### src/rtl/serial_to_parallel_pkg.sv
// Shared definitions for the serial-to-parallel deserializer and the
// downstream parallel load register.
package serial_to_parallel_pkg;

  localparam int unsigned DEF_WIDTH = 8;

  typedef enum logic {
    S_DATA = 1'b0,
    S_PAR  = 1'b1
  } state_t;

endpackage

### src/rtl/serial_to_parallel.sv
// Deserializer: collects qualified serial bits into a WIDTH-bit word with an
// optional trailing even-parity bit, then strobes the word out for one cycle.
module serial_to_parallel
  import serial_to_parallel_pkg::*;
#(
  parameter int unsigned WIDTH     = DEF_WIDTH,
  parameter bit          MSB_FIRST = 1'b1,
  parameter bit          PARITY_EN = 1'b0,
  localparam int unsigned CNT_W    = $clog2(WIDTH + 1)
) (
  input  logic             clk,
  input  logic             rst,
  input  logic             sin,
  input  logic             sin_valid,
  input  logic             clr,
  output logic [WIDTH-1:0] pout,
  output logic             pout_valid,
  output logic             parity_err,
  output logic [CNT_W-1:0] bit_cnt,
  output logic             busy
);

  state_t             state_q, state_d;
  logic [WIDTH-1:0]   sr, sr_d, shifted;
  logic [WIDTH-1:0]   pout_d;
  logic [CNT_W-1:0]   cnt_d;
  logic               pv_d, pe_d;

  // State and output registers
  always_ff @(posedge clk) begin
    if (rst) begin
      state_q    <= S_DATA;
      sr         <= '0;
      pout       <= '0;
      pout_valid <= 1'b0;
      parity_err <= 1'b0;
      bit_cnt    <= '0;
    end else begin
      state_q    <= state_d;
      sr         <= sr_d;
      pout       <= pout_d;
      pout_valid <= pv_d;
      parity_err <= pe_d;
      bit_cnt    <= cnt_d;
    end
  end

  // Next-state logic; clr wins over a simultaneous sin_valid
  always_comb begin
    state_d = state_q;
    sr_d    = sr;
    pout_d  = pout;
    cnt_d   = bit_cnt;
    pv_d    = 1'b0;
    pe_d    = 1'b0;
    shifted = MSB_FIRST ? {sr[WIDTH-2:0], sin} : {sin, sr[WIDTH-1:1]};

    if (clr) begin
      cnt_d   = '0;
      state_d = S_DATA;
    end else if (sin_valid) begin
      case (state_q)
        S_DATA: begin
          sr_d = shifted;
          if (bit_cnt == CNT_W'(WIDTH - 1)) begin
            if (PARITY_EN) begin
              cnt_d   = CNT_W'(WIDTH);
              state_d = S_PAR;
            end else begin
              pout_d = shifted;
              pv_d   = 1'b1;
              cnt_d  = '0;
            end
          end else begin
            cnt_d = bit_cnt + CNT_W'(1);
          end
        end
        S_PAR: begin
          pout_d  = sr;
          pv_d    = 1'b1;
          pe_d    = ^{sr, sin};
          cnt_d   = '0;
          state_d = S_DATA;
        end
      endcase
    end
  end

  assign busy = (bit_cnt != '0) || (state_q == S_PAR);

endmodule

### config.mk
export PLATFORM = sky130hd
export DESIGN_NAME = serial_to_parallel
export DESIGN_NICKNAME = d
export VERILOG_FILES = /design/src/rtl/serial_to_parallel_pkg.sv /design/src/rtl/serial_to_parallel.sv
export SDC_FILE = /design/constraint.sdc
export NUM_CORES = 1
export LEC_CHECK = 0
export BUFFER_PORTS_ARGS = -buffer_cell sky130_fd_sc_hd__buf_2
export CORE_MARGIN = 1.5
export CORE_UTILIZATION = 50
export DETAILED_ROUTE_END_ITERATION = 10
export PLACE_DENSITY = 0.83
export SETUP_SLACK_MARGIN = 0.5
export SLEW_MARGIN = 30
export SYNTH_ARGS = -nofsm -noshare
export SYNTH_HDL_FRONTEND = slang
export SYNTH_SLANG_ARGS = --single-unit
### constraint.sdc
create_clock -name clk -period 1.7 [get_ports clk]
set_clock_uncertainty 0.05 [all_clocks]
set_input_delay 0.17 -clock clk [delete_from_list [all_inputs] [get_ports clk]]
set_output_delay 0.17 -clock clk [all_outputs]
set_load 0.02 [all_outputs]
# Word-level counts from Yosys, hierarchy flattened
# Cells that the tools add are included.
[word_totals]
ff_bits = 20
wordCells = 16
out_inout_bits = 15
input_bits = 5
[classes]
reduce_logical = 5
n_bitwise = 2
addsub = 1
n_eq_ne = 1
muxes = 3
[ops]
columns = ["op", "n"]
rows = [
  ["2-to-1 mux 8 bit", 1],
  ["adder 4 x 1 -> 4 bit, second input constant", 1],
  ["== test 4 x 3 -> 1 bit, second input constant", 1],
  ["2-to-1 mux 4 bit", 1],
  ["nonzero test 4 bit", 1],
  ["AND reduction 3 bit", 1],
  ["OR reduction 3 bit", 1],
  ["NOT 1 bit", 2],
  ["AND reduction 2 bit", 1],
  ["OR reduction 2 bit", 1],
  ["2-to-1 mux 1 bit", 1],
]

# Longest topological paths before layout
# Gate-level depths: netlist of run 1.
[logic_depth]
depth_word = 2
ltp_mapped = 5
mapped_depth_nobuf = 4

# Worst setup path before layout of run 1
# OpenSTA, ideal clock, no wires.
[synth_path]
kind = "reg-to-reg"
startpoint = "reg bit_cnt[1]"
endpoint = "reg pout[1]"
path_slack_ns = 0.281
synth_period_minus_slack_ns = 1.419
stages_incl_launch_ff = 5
t_arrival_ns = 1.251
setup_ns = 0.117
t_required_ns = 1.533
n_path_buf = 0
cell_sequence = "dfxtp_1 -> ha_1 -> and4b_1 -> a21oi_2 -> a22o_2"
[synth_via]
elab_chain_len = 2
[synth_rtl]
columns = ["item", "line", "text"]
rows = [
  ["start: declaration", "serial_to_parallel.sv:19", "output logic [CNT_W-1:0] bit_cnt,"],
  ["start signal: assignment", "serial_to_parallel.sv:44", "bit_cnt <= cnt_d;"],
  ["== test 4 x 3 -> 1 bit", "serial_to_parallel.sv:65", "if (bit_cnt == CNT_W'(WIDTH - 1)) begin"],
  ["AND reduction 3 bit (no line)", "-", ""],
  ["end signal: assignment", "serial_to_parallel.sv:41", "pout <= pout_d;"],
  ["end: declaration", "serial_to_parallel.sv:16", "output logic [WIDTH-1:0] pout,"],
]
# No other way between the ends.
# A chain may end at the register's enable or synchronous reset.

# Worst setup path in the final report of run 1
[layout_path]
startpoint = "reg bit_cnt[0]"
endpoint = "out busy"
[layout_via]
elab_chain_len = 1
[layout_rtl]
columns = ["item", "line", "text"]
rows = [
  ["nonzero test 4 bit", "serial_to_parallel.sv:89", "assign busy = (bit_cnt != '0) || (state_q == S_PAR);"],
  ["end: declaration", "serial_to_parallel.sv:20", "output logic busy"],
]
# No other way between the ends.

==> out/summary.txt, run 1 <==
Synth Warn # -> 0
CTS tree -> done
Critical Path Sink -> busy
post-synthesis sequential area ratio -> 49.46%
setup violators final -> 0
Avg Vias per Cell -> 5.348
Async SR Flop Fraction -> 0%
DR vias -> 599
count leader, synth -> dfxtp_1
Fin Hold WS -> 0.05277 ns
nature of the critical path endpoint -> output pin
outcome -> complete, no violations
Syn Nets -> 83
P per Cell Area -> 850.4 nW/um^2
worst r2r dst -> pout[6]$_SDFFE_PP0P_
IR drop worst, VDD -> 0.5086 mV
clock root buffer -> clkbuf_4
RSZ-0062 raised after global routing -> yes
core area -> 1506 sq um
clk slew on worst S/H paths -> 0.11 ns
fillers -> 125
Post-Route Setup TNS -> 0 ns
flops & latches, synth -> 20
Sink Count -> 20
Total Wirelength -> 1.513 mm
PortBufs -> 18
GR Util All Layers -> 18.37%
Worst setup SP type -> flip-flop
Tightest Hold Check Type -> primary input to flip-flop
top-area cell type share of the netlist area -> 49.46%
DIE WIDTH -> 43.24 microns
FF-to-FF path depth -> 4
Worst R2R Start -> bit_cnt[1]$_SDFFE_PP0P_
DRC errors left -> 0
CTS H-tree depth -> 1
crit share post-route -> 75.81%
Congestion Overflow GR -> 0
# IOs -> 20
Slew Limit Fails -> 0
total design power -> 853.4 uW
Detailed Routing Iterations Pass 1 -> 2
area of the multi-input gates -> 386.6 sq um
share of layout cells above drive strength 1 -> 43.75%
Post-CTS Hold Buffers -> 0
crit path launch -> bit_cnt[0]$_SDFFE_PP0P_
synth top area cells -> dfxtp_1, mux2i_1, a22o_2
n_diodes -> 0
dominant synthesized flop cell -> dfxtp_1
maximum clock rate -> 0.7760 GHz
Worst Hold Launch -> sin
final hold vios -> 0
CP required -> 1.48 ns
first-pass GRT wire length -> 2.518 mm
total CTS buffers -> 3
initial antenna violation count -> 0
Detailed Place HPWL -> 1.038 mm
clock latency on the worst-skew pair -> 0.29 ns
Antenna Nets Post-Route -> 0
top fanout value on the critical path -> 3
Mapped Area -> 809.5 sq um
Leakage -> 0.4867 nW
Yosys top cell by area -> dfxtp_1
Final Critical Period -> 1.289 ns
Mean Syn Cell Area -> 10.65 sq um
R2R Setup Slk -> 0.42 ns
largest net degree at the start of global routing -> 13
Post-Synthesis Cells -> 76
worst path arrival time -> 1.07 ns
nets -> 104
area grow syn2layout -> 23.96%
routed length per instance -> 13.51 microns
Die ar. -> 1869 sq um
Max Cap Viol -> 0
top cells by count, synth -> dfxtp_1, nor2_1, mux2i_1
starting density of the core -> 53.74%
Storage cell area -> 410.4 sq um
clk buf depth -> 2
Post-synth EDFFs -> 0
vias in the first global route -> 570
Final Non-Filler Cells -> 112
Yosys cell types -> 25
Die Y -> 43.24 microns
row count -> 14
placed insts -> 106
DR iter-0 viols -> 7
Final GP Congestion -> 0.7283
CP Class -> flip-flop to output pin
==> cell type report <==
cell class	count	area share (%)
Sequential cell	20	40.90
Timing Repair Buffer	21	12.47
Tap cell	16	1.995
Multi-Input combinational cell	48	38.53
Inverter	3	1.372
Clock buffer	4	4.738
==> cells by family (layout without fill, tap and decap cells) <==
group           after synthesis  after routing  synth area share [%]
compound gates               12             12                 12.06
other cells                   1              1                0.4632
fa+ha+maj                     2              2                 3.091
simple gates                 24             24                 16.85
xor+xnor                      1              1                 1.082
flops                        20             20                 49.46
mux                           8              8                 9.892
buf+inv                       8             28                 7.109
==> layout by cell type, fill, tap and decap left out, drive strengths merged, types with 2 or more instances in the layout <==
cell	n
buf	21
dfxtp	20
nor2	11
mux2i	8
a22o	7
a21oi	4
clkbuf	4
nand2	3
inv	3
nand3	2
nand2b	2
ha	2
==> where the power goes <==
| group | switching [mW] | internal [mW] | total, mW |
|---|---|---|---|
| clock | 0.142 | 0.179 | 0.321 |
| sequential | 0.00430 | 0.469 | 0.474 |
| combinational | 0.0347 | 0.0236 | 0.0583 |
| total | 0.181 | 0.672 | 0.853 |
==> sequential cells by signal (all words and copies together), names as in the netlist <==
register / cells
sr: 7
pout: 8
pout_valid: 1
bit_cnt: 4
==> how the worst min path moves through the flow <==
stage	cells after the start	to
after floorplan	1	pout[0]$_SDFFE_PP0P_
after global placement	2	pout[0]$_SDFFE_PP0P_
after detailed placement	2	pout[0]$_SDFFE_PP0P_
after CTS	2	pout[0]$_SDFFE_PP0P_
after global routing	2	pout[0]$_SDFFE_PP0P_
final	2	pout[0]$_SDFFE_PP0P_
==> critical path: stages, from the launching register on <==
cell and delay, ns:
dfxtp_4 0.40, inv_4 0.05, ha_4 0.15, nand2_2 0.07, buf_6 0.11
==> metal layers <==
metal | global-route usage [%] | vias to the layer above | part of all wire [%] | wire, microns
met2 | 26.87 | 19 | 47 | 715
met5 | 0 | - | 0 | 0
met3 | 5.106 | 2 | 4.2 | 64
met1 | 24.66 | 282 | 48 | 722
li1 | - | 296 | - | -
met4 | 9.091 | 0 | 0.73 | 11
==> stage by stage <==
stage | utilization, % | cell area [sq um] | setup slack (ns)
after floorplan | - | 838.3 | 0.4629
after global placement | 60.38 | 909.6 | 0.4727
after detailed placement | 60.38 | 909.6 | 0.4514
after CTS | 65.61 | 988.4 | 0.4088
after global routing | 66.61 | 1003 | 0.3569
final | 66.61 | 1003 | 0.4113
==> timing repair <==
action                                  in CTS  in global routing
pin swaps                                    1                  5
resized for setup                            9                  3
endpoints found under the setup margin       9                 12
buffers inserted                             1                  1
endpoints found under the hold margin        0                  0
No activity file was read; power rests on OpenSTA's default activity.
==> run 2, diff against run 1 <==
Settings changed: CORE_UTILIZATION 50 to 45, PLACE_DENSITY 0.83 to 0.79.
Clock period 1.7 ns to 1.1 ns, I/O delays scaled along.
==> out/summary.txt, run 2 (synthesized netlist as in run 1, its figures left out) <==
CP Class -> flip-flop to flip-flop
final hold vios -> 0 (unchanged)
top fanout value on the critical path -> 7 (+4)
area of the multi-input gates -> 409.1 sq um (+5.8%)
clk slew on worst S/H paths -> 0.11 ns (about the same)
core area -> 1708 sq um (+13%)
Sink Count -> 20 (unchanged)
total design power -> 1.328 mW (+56%)
largest register by flop count -> pout
DR iter-0 viols -> 14 (+7)
clock root buffer -> clkbuf_4
most frequent cells in the layout -> buf_6, dfxtp_2, buf_4
fillers -> 128 (+2.4%)
total CTS buffers -> 3 (unchanged)
initial antenna violation count -> 0 (unchanged)
Final Non-Filler Cells -> 133 (+19%)
Avg Vias per Cell -> 4.842 (-9.5%)
failing checks -> setup timing
Fin Hold WS -> 0.004300 ns (-0.04847 ns)
max FFs per register -> 8 (unchanged)
WL met1 -> 736 microns (+1.9%)
Die Y -> 45.42 microns (+5.0%)
crit share post-route -> 123.8%
Detailed Routing Iterations Pass 1 -> 4 (+2)
PortBufs -> 18 (unchanged)
RSZ-0062 raised after global routing -> yes
worst path arrival time -> 1.55 ns (+0.48 ns)
row count -> 15 (+1)
DRC errors left -> 0 (unchanged)
first-pass GRT wire length -> 2.725 mm (+8.2%)
P per Cell Area -> 1073 nW/um^2 (+26%)
placed cell areas -> 987.2 sq um (+8.5%)
Congestion Overflow GR -> 0 (unchanged)
DIE WIDTH -> 45.42 microns (+5.0%)
commonest non-fill, non-tap cell in the layout -> buf_6
Storage cell area -> 430.4 sq um (+4.9%)
CTS H-tree depth -> 1 (unchanged)
Leakage -> 0.5691 nW (+17%)
Met2 Wirelength -> 827 microns (+16%)
# IOs -> 20 (unchanged)
Die ar. -> 2063 sq um (+10%)
Tightest Hold Check Type -> primary input to flip-flop
share of layout cells above drive strength 1 -> 68.52% (+25 points)
Total Wirelength -> 1.647 mm (+8.9%)
CP required -> 1.29 ns (-0.19 ns)
Setup WS pre-CTS -> -0.1479 ns (-0.5992 ns)
nets -> 116 (+12%)
Worst setup SP type -> flip-flop
clock latency on the worst-skew pair -> 0.29 ns (about the same)
placed insts -> 122 (+15%)
IR drop worst, VDD -> 0.8243 mV (+62%)
Slew Limit Fails -> 0 (unchanged)
n_diodes -> 0 (unchanged)
outcome -> complete, but fails checks
routed length per instance -> 12.38 microns (-8.3%)
largest net degree at the start of global routing -> 13 (unchanged)
top sig layer -> met4
area grow syn2layout -> 52.86%
Final Critical Period -> 1.362 ns
starting density of the core -> 47.40% (-6.3 points)
Worst Slack Setup Final -> -0.2617 ns (-0.6730 ns)
top flop regs -> pout: 8 flops, sr: 7 flops, bit_cnt: 4 flops
Final GP Congestion -> 0.8111 (+11%)
DR vias -> 644 (+7.5%)
DR WL met3 -> 61 microns (-4.7%)
Detailed Place HPWL -> 1.058 mm (+2.0%)
maximum clock rate -> 0.7344 GHz
nature of the critical path endpoint -> flip-flop
Finished Cell Area -> 1237 sq um (+23%)
R2R Setup Slk -> -0.26 ns (-0.68 ns)
Max Cap Viol -> 0 (unchanged)
GR Util All Layers -> 18.57% (+0.20 points)
vias in the first global route -> 637 (+12%)
CTS tree -> done
clk buf depth -> 2 (unchanged)
setup violators final -> 12 (+12)
Antenna Nets Post-Route -> 0 (unchanged)
-- run 2: changes by cell type in the layout (fill, tap and decap cells not counted), sizes merged --
cell / previous run / this run
buf: 21 / 33
-- run 2: what timing repair did --
action                                  in CTS  in global routing
buffers inserted                             5                  2
endpoints found under the setup margin      34                 34
pin swaps                                    8                  6
hold endpoints to repair                     1                  1
gates resized for setup                     53                  3
-- run 2: metrics by stage --
step                      setup TNS (ns)  util [%]
after floorplan                   -1.015         -
after global placement           -0.8707     57.80
after detailed placement          -1.222     57.80
after CTS                         -2.302     71.21
after global routing              -2.993     72.45
final                             -2.323     72.45
-- run 2: where the power goes --
part | internal [mW] | switching (mW)
clock | 0.277 | 0.220
sequential | 0.723 | 0.00408
combinational | 0.0470 | 0.0575
-- run 2: worst paths after layout --
| path | start | cells after the start | end |
|---|---|---|---|
| setup / recovery | bit_cnt[0]$_SDFFE_PP0P_ | 5 | pout[5]$_SDFFE_PP0P_ |
| hold / removal | sin | 2 | pout[0]$_SDFFE_PP0P_ |
| setup reg to reg | bit_cnt[0]$_SDFFE_PP0P_ | 5 | pout[5]$_SDFFE_PP0P_ |
| hold reg to reg | sr[6]$_SDFFE_PP0P_ | 2 | pout[7]$_SDFFE_PP0P_ |
-- run 2: final cells by class --
type | instances | area share, %
Multi-Input combinational cell | 48 | 33.06
Sequential cell | 20 | 34.78
Inverter | 3 | 1.112
Timing Repair Buffer | 33 | 24.67
Clock buffer | 4 | 3.842
Tap cell | 25 | 2.528
-- run 2: per-layer routing --
layer  vias up  global-route usage (%)
li1        323                       -
met1       305                   23.46
met2        14                   30.99
met3         2                   3.571
met4         0                   7.059
met5         -                       0
-- run 2: worst max-delay path, cell delays in order, from the launching register on --
cell and delay [ns]:
dfxtp_4 0.36, buf_6 0.11, ha_4 0.15, and4b_2 0.25, a21oi_4 0.22, a22o_2 0.17
